File: config.mk
export PLATFORM = sky130hd
export DESIGN_NAME = count_capture_fifo_flat
export DESIGN_NICKNAME = d
export VERILOG_FILES = /design/src/rtl/count_capture_fifo_pkg.sv /design/src/rtl/count_capture_fifo_if.sv /design/src/rtl/count_capture_fifo_sync_fifo_core.sv /design/src/rtl/count_capture_fifo.sv /design/src/flat_wrapper.sv
export SDC_FILE = /design/constraint.sdc
export NUM_CORES = 1
export LEC_CHECK = 0
export ABC_AREA = 0
export ABC_CLOCK_PERIOD_IN_PS = 4480
export BUFFER_PORTS_ARGS = -buffer_cell sky130_fd_sc_hd__buf_2
export CAP_MARGIN = 25
export CORE_MARGIN = 4
export CORE_UTILIZATION = 55
export DETAILED_ROUTE_END_ITERATION = 6
export PLACE_DENSITY_LB_ADDON = 0.25
export SYNTH_ARGS = -nofsm -noshare
export SYNTH_HDL_FRONTEND = slang
export SYNTH_SLANG_ARGS = --single-unit
export TNS_END_PERCENT = 10
File: constraint.sdc
create_clock -name clk -period 4.48 [get_ports clk]
set_input_delay 0.896 -clock clk [delete_from_list [all_inputs] [get_ports clk]]
set_output_delay 0.896 -clock clk [all_outputs]
set_load 0.05 [all_outputs]
File: src/rtl/count_capture_fifo_pkg.sv
// rtl/count_capture_fifo_pkg.sv - shared widths and sizing helper for the capture FIFO
package count_capture_fifo_pkg;

    localparam int CNT_WIDTH = 8;

    typedef logic [CNT_WIDTH-1:0] cnt_t;

    // occupancy counter must represent 0..depth inclusive
    function automatic int level_w(input int depth);
        return $clog2(depth + 1);
    endfunction

endpackage

File: src/rtl/count_capture_fifo_if.sv
// rtl/count_capture_fifo_if.sv - first-word fall-through drain handshake
interface count_capture_fifo_if #(
    parameter int WIDTH = 8
);
    logic [WIDTH-1:0] out_data;
    logic             out_valid;
    logic             out_ready;

    modport master (output out_data, output out_valid, input out_ready);
    modport slave  (input out_data, input out_valid, output out_ready);
endinterface

File: src/rtl/count_capture_fifo_sync_fifo_core.sv
// rtl/count_capture_fifo_sync_fifo_core.sv - storage, wrapping pointers and occupancy
module count_capture_fifo_sync_fifo_core
    import count_capture_fifo_pkg::*;
#(
    parameter int WIDTH = CNT_WIDTH,
    parameter int DEPTH = 4
) (
    input  logic                      clk,
    input  logic                      reset,
    input  logic                      push,
    input  logic [WIDTH-1:0]          push_data,
    input  logic                      pop,
    output logic                      push_ok,
    output logic [WIDTH-1:0]          head,
    output logic                      empty,
    output logic                      full,
    output logic [level_w(DEPTH)-1:0] level
);
    localparam int PW = $clog2(DEPTH);
    localparam int LW = level_w(DEPTH);

    logic [WIDTH-1:0] mem [DEPTH];
    logic [PW-1:0]    wptr;
    logic [PW-1:0]    rptr;
    logic             pop_ok;

    assign empty   = (level == '0);
    assign full    = (level == LW'(DEPTH));
    assign pop_ok  = pop && !empty;
    // a pop frees the slot this same edge, so a full FIFO can still accept
    assign push_ok = push && (!full || pop_ok);
    assign head    = empty ? '0 : mem[rptr];

    always_ff @(posedge clk or posedge reset) begin
        if (reset) begin
            wptr  <= '0;
            rptr  <= '0;
            level <= '0;
        end else begin
            if (push_ok) wptr <= wptr + 1'b1;
            if (pop_ok)  rptr <= rptr + 1'b1;
            case ({push_ok, pop_ok})
                2'b10:   level <= level + 1'b1;
                2'b01:   level <= level - 1'b1;
                default: level <= level;
            endcase
        end
    end

    always_ff @(posedge clk) begin
        if (push_ok) mem[wptr] <= push_data;
    end

endmodule

File: src/rtl/count_capture_fifo.sv
// rtl/count_capture_fifo.sv - counter snapshot FIFO; COUNT_CAPTURE_DELTA_EN stores deltas
module count_capture_fifo
    import count_capture_fifo_pkg::*;
#(
    parameter int WIDTH = CNT_WIDTH,
    parameter int DEPTH = 4
) (
    input  logic                         clk,
    input  logic                         reset,
    input  logic [WIDTH-1:0]             value,
    input  logic                         capture,
    count_capture_fifo_if.master         out,
    output logic [level_w(DEPTH)-1:0]    level,
    output logic                         full,
    output logic                         overflow,
    input  logic                         overflow_clr
);
    logic             accepted;
    logic             empty;
    logic             drop;
    logic [WIDTH-1:0] din;

`ifdef COUNT_CAPTURE_DELTA_EN
    logic [WIDTH-1:0] prev;

    // modular subtraction makes counter wrap yield the true small delta
    assign din = value - prev;

    always_ff @(posedge clk or posedge reset) begin
        if (reset)         prev <= '0;
        else if (accepted) prev <= value;
    end
`else
    assign din = value;
`endif

    count_capture_fifo_sync_fifo_core #(
        .WIDTH (WIDTH),
        .DEPTH (DEPTH)
    ) u_core (
        .clk       (clk),
        .reset     (reset),
        .push      (capture),
        .push_data (din),
        .pop       (out.out_ready),
        .push_ok   (accepted),
        .head      (out.out_data),
        .empty     (empty),
        .full      (full),
        .level     (level)
    );

    assign out.out_valid = !empty;
    assign drop          = capture && !accepted;

    // a drop in the same cycle as a clear keeps the flag set
    always_ff @(posedge clk or posedge reset) begin
        if (reset)             overflow <= 1'b0;
        else if (drop)         overflow <= 1'b1;
        else if (overflow_clr) overflow <= 1'b0;
    end

endmodule

File: src/flat_wrapper.sv
// flat-port wrapper written by rule: the top's interface ports become plain ports
module count_capture_fifo_flat import count_capture_fifo_pkg::*;
#(
    parameter int WIDTH = CNT_WIDTH,
    parameter int DEPTH = 4
)
  (clk, reset, value, capture, level, full, overflow, overflow_clr, out_out_data, out_out_valid, out_out_ready);
  count_capture_fifo_if #(.WIDTH(WIDTH)) out_i ();
  input  logic clk;
  input  logic reset;
  input  logic [WIDTH-1:0] value;
  input  logic capture;
  output logic [level_w(DEPTH)-1:0] level;
  output logic full;
  output logic overflow;
  input  logic overflow_clr;
  output wire logic [$bits(out_i.out_data)-1:0] out_out_data;
  output wire logic [$bits(out_i.out_valid)-1:0] out_out_valid;
  input wire logic [$bits(out_i.out_ready)-1:0] out_out_ready;
  assign out_out_data = out_i.out_data;
  assign out_out_valid = out_i.out_valid;
  assign out_i.out_ready = out_out_ready;
  count_capture_fifo #(.WIDTH(WIDTH), .DEPTH(DEPTH)) u_core (.clk(clk), .reset(reset), .value(value), .capture(capture), .out(out_i), .level(level), .full(full), .overflow(overflow), .overflow_clr(overflow_clr));
endmodule
# Word-level counts from Yosys, hierarchy flattened
# Memory sizes are Yosys's and may differ from the RTL's.
# Cells that the tools add are included.
[totals]
regBits = 8
in_bits = 13
ram_bits = 32
memories = 1
word_cells = 28
[op_classes]
eq_ne = 3
n_reduce_logical = 10
n_mux = 6
n_addsub = 4
[mem_list]
columns = ["name", "words", "width", "rd", "rd_ports_with_merged_regs", "write_ports", "line_no", "rtl"]
rows = [
  ["u_core.u_core.mem", 4, 8, 1, 0, 1, "count_capture_fifo_sync_fifo_core.sv:22", "logic [WIDTH-1:0] mem [DEPTH];"],
]
[op_table]
columns = ["cell", "count"]
rows = [
  ["$mux W8", 1],
  ["$pmux W3 S2", 1],
  ["$add A2 B1 Y2 const B", 2],
  ["$mux W1", 4],
  ["$reduce_bool A2 Y1", 2],
  ["$add A3 B1 Y3 const B", 1],
  ["$eq A3 B3 Y1 const B", 1],
  ["$logic_and A1 B1 Y1", 3],
  ["$logic_not A1 Y1", 3],
  ["$logic_not A3 Y1", 1],
  ["$sub A3 B1 Y3 const B", 1],
  ["$eq A2 B1 Y1 const B", 1],
  ["$eq A2 B2 Y1 const B", 1],
  ["$logic_or A1 B1 Y1", 1],
]

# Depth between registers and ports, before layout
# Gate-level depths: netlist of run 1.
[logic_depth]
ltp_word = 8
mapped_depth = 7
ltp_nobuf = 6

# Hierarchy
# A second synthesis of run 1 with hierarchy kept.
[unflattened]
cells_unflattened = 113
area_unflattened_um2 = 1816.7
[by_module_without_submodules]
columns = ["mod", "area_per_inst_um2", "cells_per_inst", "n_inst", "seq_area_each_um2"]
rows = [
  ["count_capture_fifo_sync_fifo_core", 1764.2, 107, 1, 1136.1],
  ["count_capture_fifo", 52.6, 6, 1, 25.0],
]

# Least setup slack after synthesis of run 1
# No wires, ideal clock.
[synth_timing]
kind = "reg-to-reg"
from = "reg u_core.u_core.level[0]"
to = "reg u_core.u_core.level[2]"
stages_incl_launch_ff = 8
arrival_ns = 2.839
path_buffers = 1
required_ns = 4.362
setup_time_ns = 0.118
path_slack_ns = 1.523
period_less_slack_ns = 2.957
path_cell_list = "dfrtp_1 or3_2 clkbuf_1 nand3_1 fa_1 or3b_1 a32o_1 a21o_1"
[synth_via]
elab_chain_cells = 7
[synth_lines]
columns = ["element", "line_no", "rtl"]
rows = [
  ["from (decl)", "count_capture_fifo_sync_fifo_core.sv:17", "output logic [level_w(DEPTH)-1:0] level"],
  ["from (signal assigned)", "count_capture_fifo_sync_fifo_core.sv:43", "2'b10: level <= level + 1'b1;"],
  ["from (signal assigned)", "count_capture_fifo_sync_fifo_core.sv:44", "2'b01: level <= level - 1'b1;"],
  ["from (signal assigned)", "count_capture_fifo_sync_fifo_core.sv:45", "default: level <= level;"],
  ["$logic_not A3 Y1 (*)", "count_capture_fifo_sync_fifo_core.sv:27", "assign empty = (level == '0);"],
  ["$logic_not A1 Y1 (*)", "-", ""],
  ["named net out_out_valid", "flat_wrapper.sv:18", "output wire logic [$bits(out_i.out_valid)-1:0] out_out_valid;"],
  ["$logic_and A1 B1 Y1 (*)", "count_capture_fifo_sync_fifo_core.sv:29", "assign pop_ok = pop && !empty;"],
  ["$logic_or A1 B1 Y1", "count_capture_fifo_sync_fifo_core.sv:31", "assign push_ok = push && (!full || pop_ok);"],
  ["$logic_and A1 B1 Y1", "count_capture_fifo_sync_fifo_core.sv:31", ""],
  ["$eq A2 B1 Y1 or $eq A2 B2 Y1 (tied branches)", "count_capture_fifo_sync_fifo_core.sv:42", "case ({push_ok, pop_ok})"],
  ["$pmux W3 S2 or $reduce_bool A2 Y1 (tied branches)", "-", ""],
]
# The timed path passes the listed nets; every way through them passes the cells marked *.
# A chain may end at the register's enable or synchronous reset.

# Final worst setup path of run 1
[layout_timing]
from = "reg u_core.u_core.rptr[0]"
to = "out out_out_data[1]"
[layout_via]
elab_chain_cells = 2
[layout_lines]
columns = ["element", "line_no", "rtl"]
rows = [
  ["from (decl)", "count_capture_fifo_sync_fifo_core.sv:24", "logic [PW-1:0] rptr;"],
  ["from (signal assigned)", "count_capture_fifo_sync_fifo_core.sv:41", "if (pop_ok) rptr <= rptr + 1'b1;"],
  ["$mem_v2 Z4 W8", "-", ""],
  ["$mux W8", "count_capture_fifo_sync_fifo_core.sv:32", "assign head = empty ? '0 : mem[rptr];"],
  ["to (decl)", "flat_wrapper.sv:17", "output wire logic [$bits(out_i.out_data)-1:0] out_out_data;"],
]
# Every way passes these cells.

==> results of run 1 <==
==> critical path, stage by stage (launching register included) <==
cell	delay, ps
dfrtp_1	740
mux4_2	580
and2_1	170
buf_2	210
==> per-stage QoR <==
| step | hold slack [ps] | setup WS (ps) | util (%) |
|---|---|---|---|
| 2_1_floorplan | 535 | 1520 | - |
| 3_3_place_gp | 519 | 1930 | 62.7 |
| 3_5_place_dp | 528 | 1890 | 62.7 |
| 4_1_cts | 495 | 1490 | 65.1 |
| 5_1_grt | 491 | 1370 | 65.1 |
| 6_report | 493 | 1550 | 65.1 |
==> cell families after synthesis <==
logic type      count (synthesis)
flops                          40
simple gates                   25
buf+inv                        15
compound gates                 10
mux                             9
xor+xnor                        5
fa+ha+maj                       5
==> metal layers <==
metal	global-route usage, %	up-vias	wire length [µm]
met4	5.54	0	49
met3	6.76	5	170
li1	-	455	-
met2	27.1	22	1470
met1	18.5	480	1170
met5	0	-	0
==> registers in the layout (all words and copies together), names as in the netlist <==
signal,count
u_core.overflow,1
u_core.u_core.wptr,2
u_core.u_core.level,3
u_core.u_core.mem,32
u_core.u_core.rptr,2
==> cell type report <==
type | instances | area, µm² | share of cell area, %
Clock inverter | 3 | 37.5 | 1.87
Sequential cell | 40 | 1160 | 57.9
Tap cell | 44 | 55.1 | 2.75
Clock buffer | 5 | 37.5 | 1.87
Inverter | 10 | 37.5 | 1.87
Timing Repair Buffer | 26 | 130 | 6.49
Multi-Input combinational cell | 54 | 546 | 27.2
==> worst max-delay path by stage <==
stage                     slack (ps)                               start                            endpoint  cells past startpoint
after floorplan                 1520  u_core.u_core.level[0]$_DFFE_PP0P_  u_core.u_core.level[2]$_DFFE_PP0P_                      7
after global placement          1930   u_core.u_core.rptr[0]$_DFFE_PP0P_                     out_out_data[1]                      3
after detailed placement        1890   u_core.u_core.rptr[0]$_DFFE_PP0P_                     out_out_data[1]                      3
after CTS                       1490   u_core.u_core.rptr[0]$_DFFE_PP0P_                     out_out_data[1]                      3
after global routing            1370   u_core.u_core.rptr[0]$_DFFE_PP0P_                     out_out_data[1]                      3
final                           1550   u_core.u_core.rptr[0]$_DFFE_PP0P_                     out_out_data[1]                      3
==> synthesized netlist by cell type, drive strengths merged <==
cell | count | share of area [%]
nor2b | 1 | 0.35
a21boi | 1 | 0.42
a21o | 1 | 0.42
clkbuf | 2 | 0.42
or3b | 2 | 1.1
fa | 1 | 1.1
and3 | 1 | 0.35
o21a | 1 | 0.85
or3 | 1 | 0.42
xor2 | 1 | 0.49
o41ai | 1 | 0.49
o32ai | 1 | 0.49
and2 | 12 | 4.5
mux4 | 8 | 10
nand3b | 1 | 0.42
edfxtp | 32 | 54
a32o | 1 | 0.56
mux2 | 1 | 0.85
xnor2 | 4 | 2.0
buf | 3 | 1.2
nand3 | 2 | 0.56
inv | 10 | 2.1
o21ai | 2 | 0.56
o31ai | 1 | 0.42
dfrtp | 8 | 11
ha | 4 | 2.8
a21oi | 1 | 0.28
nand2 | 2 | 0.42
nor2 | 3 | 0.64
==> flow_metrics.env, run 1 <==
export IMPL_synthCells=109
export IMPL_drv_slew=0
export IMPL_avgSynthCellArea_um2=16.3
export IMPL_crit_fanout=10
export IMPL_r2r_slack_ps=2280
export IMPL_placed_area_mm2=0.00193
export IMPL_core_rowCount=20
export IMPL_final_cell_mix="edfxtp_1 (32), buf_2 (26), inv_1 (10)"
export IMPL_viasPerCell=5.29
export IMPL_cts_buffer_depth=2
export IMPL_cts_buffers=5
export IMPL_synth_compound_area_share_pct=4.52
export IMPL_rr_startpoint="u_core.u_core.level[0]$_DFFE_PP0P_"
export IMPL_drc=0
export IMPL_path_clk_slew_ps=110
export IMPL_die_area_mm2=0.00420
export IMPL_period_needed_ps=2930
export IMPL_h_tree_depth=2
export IMPL_hold_viol=0
export IMPL_reg2reg_depth=6
export IMPL_fin_tns_setup_ps=0
export IMPL_fillers=230
export IMPL_drt_iter0_markers=43
export IMPL_vias=962
export IMPL_grt_pass1_wl_mm=4.84
export IMPL_layout_commonest_cell="edfxtp_1"
export IMPL_root_buffer="clkbuf_4"
export IMPL_post_route_period_util_pct=65.3
export IMPL_postCtsSetupRepairBufs=0
export IMPL_drv_cap=0
export IMPL_crit_required_ps=3580
export IMPL_die_x_um=64.8
export IMPL_synthAdderAreaFrac_pct=3.95
export IMPL_slew_headroom_pct=59.7
export IMPL_instances_no_fill=182
export IMPL_io_buffers=26
export IMPL_routedWlPerCell_um=15.7
export IMPL_boundaryPins=27
export IMPL_grt_pass1_vias=979
export IMPL_clk_latency_ps=340
export IMPL_cts_tree="built"
export IMPL_ctsResizeCount=0
export IMPL_netlist_area_mm2=0.00177
export IMPL_crit_arrival_ps=2030
export IMPL_ctsHoldBuffers=0
export IMPL_ant_nets=0
export IMPL_dp_cells=174
export IMPL_muxShareOfSynthArea_pct=11.0
export IMPL_place_gp_congestion=0.732
export IMPL_overflow=0
export IMPL_yosys_area_share_simple_pct=8.82
export IMPL_layout_drive_gt1_share_pct=34.8
export IMPL_start_kind="register"
export IMPL_setup_viol=0
export IMPL_cts_sink_count=40
export IMPL_diodes=0
export IMPL_track_usage_pct=16.1
export IMPL_max_freq_mhz=342
export IMPL_synth_xor_area_share_pct=2.47
export IMPL_core_mm2=0.00308
export IMPL_final_nets=155
export IMPL_yosysSeqAreaShare_pct=65.5
export IMPL_status="finished clean"
export IMPL_rsz0062_at_grt="no"
export IMPL_worstMarginPinSlew_ps=605
export IMPL_drt_first_pass_iters=4
export IMPL_dp_hpwl_mm=2.00
export IMPL_yosys_warnings=0
export IMPL_hp_class="input pin to async pin"
export IMPL_routed_wl_mm=2.86
export IMPL_critPathCaptureType="output pin"
export IMPL_yosysUniqueCellTypes=32
export IMPL_synth_top_family_by_area="multiplexers"
export IMPL_grt_max_degree=13
export IMPL_finClkSkew_ps=6.32
export IMPL_reg2reg_to="u_core.u_core.level[2]$_DFFE_PP0P_"
export IMPL_die_h_um=64.8
export IMPL_ys_ff_latch=40
export IMPL_start_util_pct=57.6
export IMPL_path_class="register to output pin"
export IMPL_antenna_found_initial=0
export IMPL_synthesis_nets=127
export IMPL_syn_to_final_growth_pct=13.1
export IMPL_design_area_mm2=0.00200
Power of run 1 is left out: the tool's default activity adds up to more than one toggle a clock period on the data nets, which glitch-free logic cannot reach.
==> run 2, diff against run 1 <==
- ABC_AREA: 0 -> 1
- ABC_CLOCK_PERIOD_IN_PS: 4480 -> 2400
- CORE_UTILIZATION: 55 -> 50
- clock period: 4.48 -> 2.4 ns (I/O delays scaled with it)
==> run 2 against run 1 <==
- synthesized area is 1.1% lower
- critical path depth is 1 higher
- non-clock buffer count is 5 higher
- via count is 20% higher
- worst setup slack worse by 1300 ps
- global-route usage is 0.72 points higher
- synthesized cell count is 41% higher
- sequential cell count stayed put
- final cell count is 29% higher
- register-to-register slack worse by 1400 ps
- highest routed layer unchanged
==> flow_metrics.env, run 2 <==
export IMPL_viasPerCell=4.90
export IMPL_ant_nets=0
export IMPL_synthesis_nets=172
export IMPL_worst_slack_ps=269
export IMPL_start_util_pct=52.2
export IMPL_routed_wl_mm=3.25
export IMPL_setup_viol=0
export IMPL_diodes=0
export IMPL_reg2reg_depth=5
export IMPL_boundaryPins=27
export IMPL_instances_no_fill=235
export IMPL_grt_max_degree=19
export IMPL_track_usage_pct=16.8
export IMPL_crit_fanout=18
export IMPL_io_buffers=26
export IMPL_antenna_found_initial=0
export IMPL_layout_commonest_cell="nor2_1"
export IMPL_die_area_mm2=0.00452
export IMPL_overflow=0
export IMPL_dp_hpwl_mm=2.16
export IMPL_path_clk_slew_ps=120
export IMPL_ys_ff_latch=40
export IMPL_cts_tree="built"
export IMPL_cts_buffers=5
export IMPL_crit_required_ps=1920
export IMPL_async_flop_share_pct=20.0
export IMPL_worstMarginPinSlew_ps=392
export IMPL_place_ws_ps=462
export IMPL_cts_sink_count=40
export IMPL_yosysSeqAreaShare_pct=66.2
export IMPL_reg_top3="u_core.u_core.mem: 32 flops, u_core.u_core.level: 3 flops"
export IMPL_place_gp_congestion=0.730
export IMPL_h_tree_depth=2
export IMPL_cp_num_buf_inv=2
export IMPL_final_nets=206
export IMPL_synthTopCellsByArea="edfxtp_1 (55%), dfrtp_1 (11%), nor2_1 (8.1%)"
export IMPL_yosysUniqueCellTypes=23
export IMPL_synthCells=154
export IMPL_drt_first_pass_iters=4
export IMPL_hold_viol=0
export IMPL_path_class="register to output pin"
export IMPL_vias=1151
export IMPL_yosys_warnings=0
export IMPL_layout_drive_gt1_share_pct=25.4
export IMPL_dp_cells=227
export IMPL_critPathCaptureType="output pin"
export IMPL_crit_chain="inv_4, o21ai_0, a21oi_1, buf_2"
export IMPL_synth_most_common_cell="nor2_1"
export IMPL_ys_flop_type="edfxtp_1"
export IMPL_avgSynthCellArea_um2=11.4
export IMPL_core_mm2=0.00336
export IMPL_drc=0
export IMPL_die_h_um=67.2
export IMPL_clk_latency_ps=350
export IMPL_core_rowCount=21
export IMPL_final_cell_mix="nor2_1 (38), edfxtp_1 (32), buf_2 (26), inv_1 (16), o21ai_0 (13)"
export IMPL_period_needed_ps=2130
export IMPL_crit_path_max_incr_delay_ps=560
export IMPL_syn_to_final_growth_pct=14.5
export IMPL_rr_startpoint="u_core.u_core.level[0]$_DFFE_PP0P_"
export IMPL_fillers=316
export IMPL_finClkSkew_ps=12.5
export IMPL_synth_edf_count=32
export IMPL_fin_tns_setup_ps=0
export IMPL_root_buffer="clkbuf_4"
export IMPL_critPathTopFamily="flip-flops"
export IMPL_drt_iter0_markers=52
export IMPL_routedWlPerCell_um=13.8
export IMPL_die_x_um=67.2
export IMPL_design_area_mm2=0.00201
export IMPL_status="finished clean"
export IMPL_reg2reg_to="u_core.u_core.mem[3][5]$_DFFE_PP_"
export IMPL_synthTopCellsByCount="nor2_1 (38), edfxtp_1 (32), inv_1 (16)"
export IMPL_netlist_area_mm2=0.00175
export IMPL_slew_headroom_pct=73.8
export IMPL_synth_top_cell_by_area="edfxtp_1"
export IMPL_hp_class="input pin to async pin"
export IMPL_top_register="u_core.u_core.mem"
export IMPL_drv_slew=0
export IMPL_rsz0062_at_grt="no"
export IMPL_crit_arrival_ps=1650
export IMPL_yosysTopAreaCellShare_pct=54.8
export IMPL_grt_pass1_vias=1135
export IMPL_drv_cap=0
export IMPL_cts_buffer_depth=2
export IMPL_grt_pass1_wl_mm=5.35
export IMPL_post_route_period_util_pct=88.8
export IMPL_r2r_slack_ps=850
export IMPL_placed_area_mm2=0.00195
export IMPL_postCtsSetupRepairBufs=0
export IMPL_max_freq_mhz=469
export IMPL_start_kind="register"
export IMPL_largest_reg_flops=32
export IMPL_slowest_stage="dfrtp_2"
-- run 2: cell count changes after synthesis, sizes merged, moves of 8 or more --
| cell | change |
|---|---|
| a21oi | +9 |
| and2 | -12 |
| mux4 | -8 |
| nand2 | +10 |
| nor2 | +37 |
| o21ai | +17 |
-- run 2: logic make-up (layout without fill, tap and decap cells) --
family,count (synthesis),after routing,share of synthesized area [%]
simple gates,57,57,14.5
flops,40,40,66.2
compound gates,29,29,8.92
buf+inv,21,56,5.42
fa+ha+maj,5,5,3.99
xor+xnor,2,2,0.999
-- run 2: metrics by stage --
step / utilization [%] / hold slack, ps
floorplan: - / 296
global placement: 58.0 / 437
detailed placement: 58.0 / 458
CTS: 59.7 / 72.1
global route: 59.7 / 75.1
finish: 59.7 / 63.7
-- run 2: metal layers --
layer,up-vias,wire [µm],GRT usage [%]
met5,-,0,0
met4,0,33,6.84
met3,2,151,5.66
met2,26,1540,25.4
met1,543,1530,22.4
li1,580,-,-
-- run 2: worst max-delay path by stage --
| stage | startpoint | cells past startpoint | end | slack, ps |
|---|---|---|---|---|
| after detailed placement | u_core.u_core.rptr[0]$_DFFE_PP0P_ | 4 | out_out_data[6] | 460 |
| after floorplan | u_core.u_core.level[2]$_DFFE_PP0P_ | 4 | out_out_data[0] | -40 |
| after global routing | u_core.u_core.rptr[0]$_DFFE_PP0P_ | 4 | out_out_data[4] | 70 |
| final | u_core.u_core.rptr[0]$_DFFE_PP0P_ | 4 | out_out_data[0] | 270 |
| after global placement | u_core.u_core.rptr[0]$_DFFE_PP0P_ | 5 | out_out_data[5] | 510 |
| after CTS | u_core.u_core.rptr[0]$_DFFE_PP0P_ | 4 | out_out_data[6] | 60 |
-- run 2: worst reg2reg max path, cell delays in order (launching register included) --
cell and delay (ps):
dfrtp_1 450, nor2_4 70, nand2_2 100, o21ai_4 90, nor2_1 320, buf_4 240
-- run 2: what timing repair did --
action | CTS | global route
hold buffers | 0 | 0
resized for setup | 0 | 1
setup endpoints to repair | 0 | 8
endpoints found under the hold margin | 0 | 0
-- run 2: final cells by class --
type | count | area [µm²] | share of cell area (%)
clock buffer | 5 | 37.5 | 1.87
clock inverter | 3 | 18.8 | 0.935
inverter | 17 | 66.3 | 3.30
multi-input combinational | 93 | 498 | 24.8
sequential | 40 | 1160 | 57.9
tap | 46 | 57.6 | 2.87
timing repair buffer | 31 | 168 | 8.35
Power of run 2 is left out for the same reason.
==> run 3, diff against run 2 <==
- ABC_CLOCK_PERIOD_IN_PS: 2400 -> 2100
- CORE_UTILIZATION: 50 -> 55
- clock period: 2.4 -> 2.1 ns (I/O delays scaled with it)
==> run 3 against run 2 <==
- worst setup slack lost 220 ps
- final area grew 4.7%
- critical path depth grew 1
- non-clock buffer count grew 4
- critical endpoint is now out_out_data[7]
- highest routed layer unchanged
==> flow_metrics.env, run 3 (synthesis gave the netlist of run 2 again) <==
export IMPL_place_gp_congestion=0.770
export IMPL_viasPerCell=5.05
export IMPL_drv_slew=0
export IMPL_clk_latency_ps=350
export IMPL_top_register="u_core.u_core.mem"
export IMPL_track_usage_pct=17.5
export IMPL_io_buffers=26
export IMPL_max_freq_mhz=487
export IMPL_core_rowCount=20
export IMPL_cp_num_buf_inv=3
export IMPL_dp_hpwl_mm=2.28
export IMPL_critPathTopFamily="flip-flops"
export IMPL_die_x_um=64.5
export IMPL_whs_ps=7.55
export IMPL_design_area_mm2=0.00210
export IMPL_h_tree_depth=2
export IMPL_fin_tns_setup_ps=0
export IMPL_cts_tree="built"
export IMPL_crit_start="u_core.u_core.rptr[0]$_DFFE_PP0P_"
export IMPL_grt_max_degree=19
export IMPL_syn_to_final_growth_pct=19.8
export IMPL_worstMarginPinSlew_ps=338
export IMPL_critPathCaptureType="output pin"
export IMPL_vias=1196
export IMPL_ant_nets=0
export IMPL_start_util_pct=57.5
export IMPL_crit_chain="buf_12, inv_6, o21ai_0, a21oi_1, clkbuf_4"
export IMPL_start_kind="register"
export IMPL_dp_cells=226
export IMPL_instances_no_fill=237
export IMPL_cts_buffers=5
export IMPL_layout_commonest_cell="nor2_1"
export IMPL_die_area_mm2=0.00416
export IMPL_largest_reg_flops=32
export IMPL_core_mm2=0.00305
export IMPL_crit_required_ps=1680
export IMPL_routedWlPerCell_um=14.4
export IMPL_drv_cap=0
export IMPL_crit_path_max_incr_delay_ps=520
export IMPL_placed_area_mm2=0.00196
export IMPL_finClkSkew_ps=8.83
export IMPL_hold_viol=0
export IMPL_grt_pass1_vias=1101
export IMPL_drc=0
export IMPL_final_cell_mix="nor2_1 (38), edfxtp_1 (32), buf_2 (18), inv_1 (15), buf_4 (14)"
export IMPL_cp_depth=5
export IMPL_slew_headroom_pct=77.4
export IMPL_critPathCapture="out_out_data[7]"
export IMPL_period_needed_ps=2050
export IMPL_status="finished clean"
export IMPL_die_h_um=64.5
export IMPL_drt_first_pass_iters=4
export IMPL_grt_pass1_wl_mm=5.36
export IMPL_reg2reg_to="u_core.u_core.level[1]$_DFFE_PP0P_"
export IMPL_reg2reg_depth=7
export IMPL_drt_iter0_markers=73
export IMPL_layout_drive_gt1_share_pct=28.0
export IMPL_hp_class="input pin to async pin"
export IMPL_crit_fanout=17
export IMPL_rr_startpoint="u_core.u_core.level[0]$_DFFE_PP0P_"
export IMPL_path_clk_slew_ps=110
export IMPL_cts_sink_count=40
export IMPL_diodes=0
export IMPL_r2r_slack_ps=560
export IMPL_setup_viol=0
export IMPL_antenna_found_initial=0
export IMPL_routed_wl_mm=3.41
export IMPL_root_buffer="clkbuf_4"
export IMPL_final_nets=210
export IMPL_path_class="register to output pin"
export IMPL_boundaryPins=27
export IMPL_overflow=0
export IMPL_post_route_period_util_pct=97.8
export IMPL_slowest_stage="dfrtp_4"
export IMPL_crit_arrival_ps=1630
export IMPL_cts_buffer_depth=2
export IMPL_reg_top3="u_core.u_core.mem: 32 flops, u_core.u_core.level: 3 flops"
## run 3: area by class of cell
type,instances,area [µm²]
fillers,236,951
multi-input cells,93,498
flip-flops and latches,40,1170
clock inverters,3,42.5
clock buffers,5,37.5
inverters,17,72.6
well taps,44,55.1
repair buffers,35,230
## run 3: stage by stage
stage | setup slack [ps] | util [%]
after floorplan | -280 | -
after global placement | 291 | 64.1
after detailed placement | 243 | 64.1
after CTS | 13.1 | 66.7
after global routing | -9.68 | 68.9
final | 47.1 | 68.9
## run 3: how the worst min path moves through the flow
stage,from,to,slack (ps),depth (start not counted)
final,reset,u_core.overflow$_DFFE_PP0P_,8,2
after global routing,reset,u_core.overflow$_DFFE_PP0P_,30,2
after CTS,reset,u_core.u_core.wptr[0]$_DFFE_PP0P_,7,2
after detailed placement,reset,u_core.u_core.wptr[0]$_DFFE_PP0P_,390,2
after global placement,reset,u_core.u_core.wptr[0]$_DFFE_PP0P_,380,2
after floorplan,reset,u_core.overflow$_DFFE_PP0P_,240,1
## run 3: what timing repair did
item | 4_1_cts | 5_1_grt
buffers inserted | 0 | 3
gates cloned | 0 | 0
gates resized for setup | 1 | 19
hold buffers | 0 | 0
setup endpoints to repair | 8 | 8
## run 3: metal layers
layer | vias to the layer above | track usage (%) | wire, µm
met5 | - | 0 | 0
met4 | 0 | 5.54 | 19
met3 | 2 | 5.55 | 140
met2 | 27 | 27.6 | 1700
met1 | 576 | 23.2 | 1550
li1 | 591 | - | -
Power of run 3 is left out for the same reason.
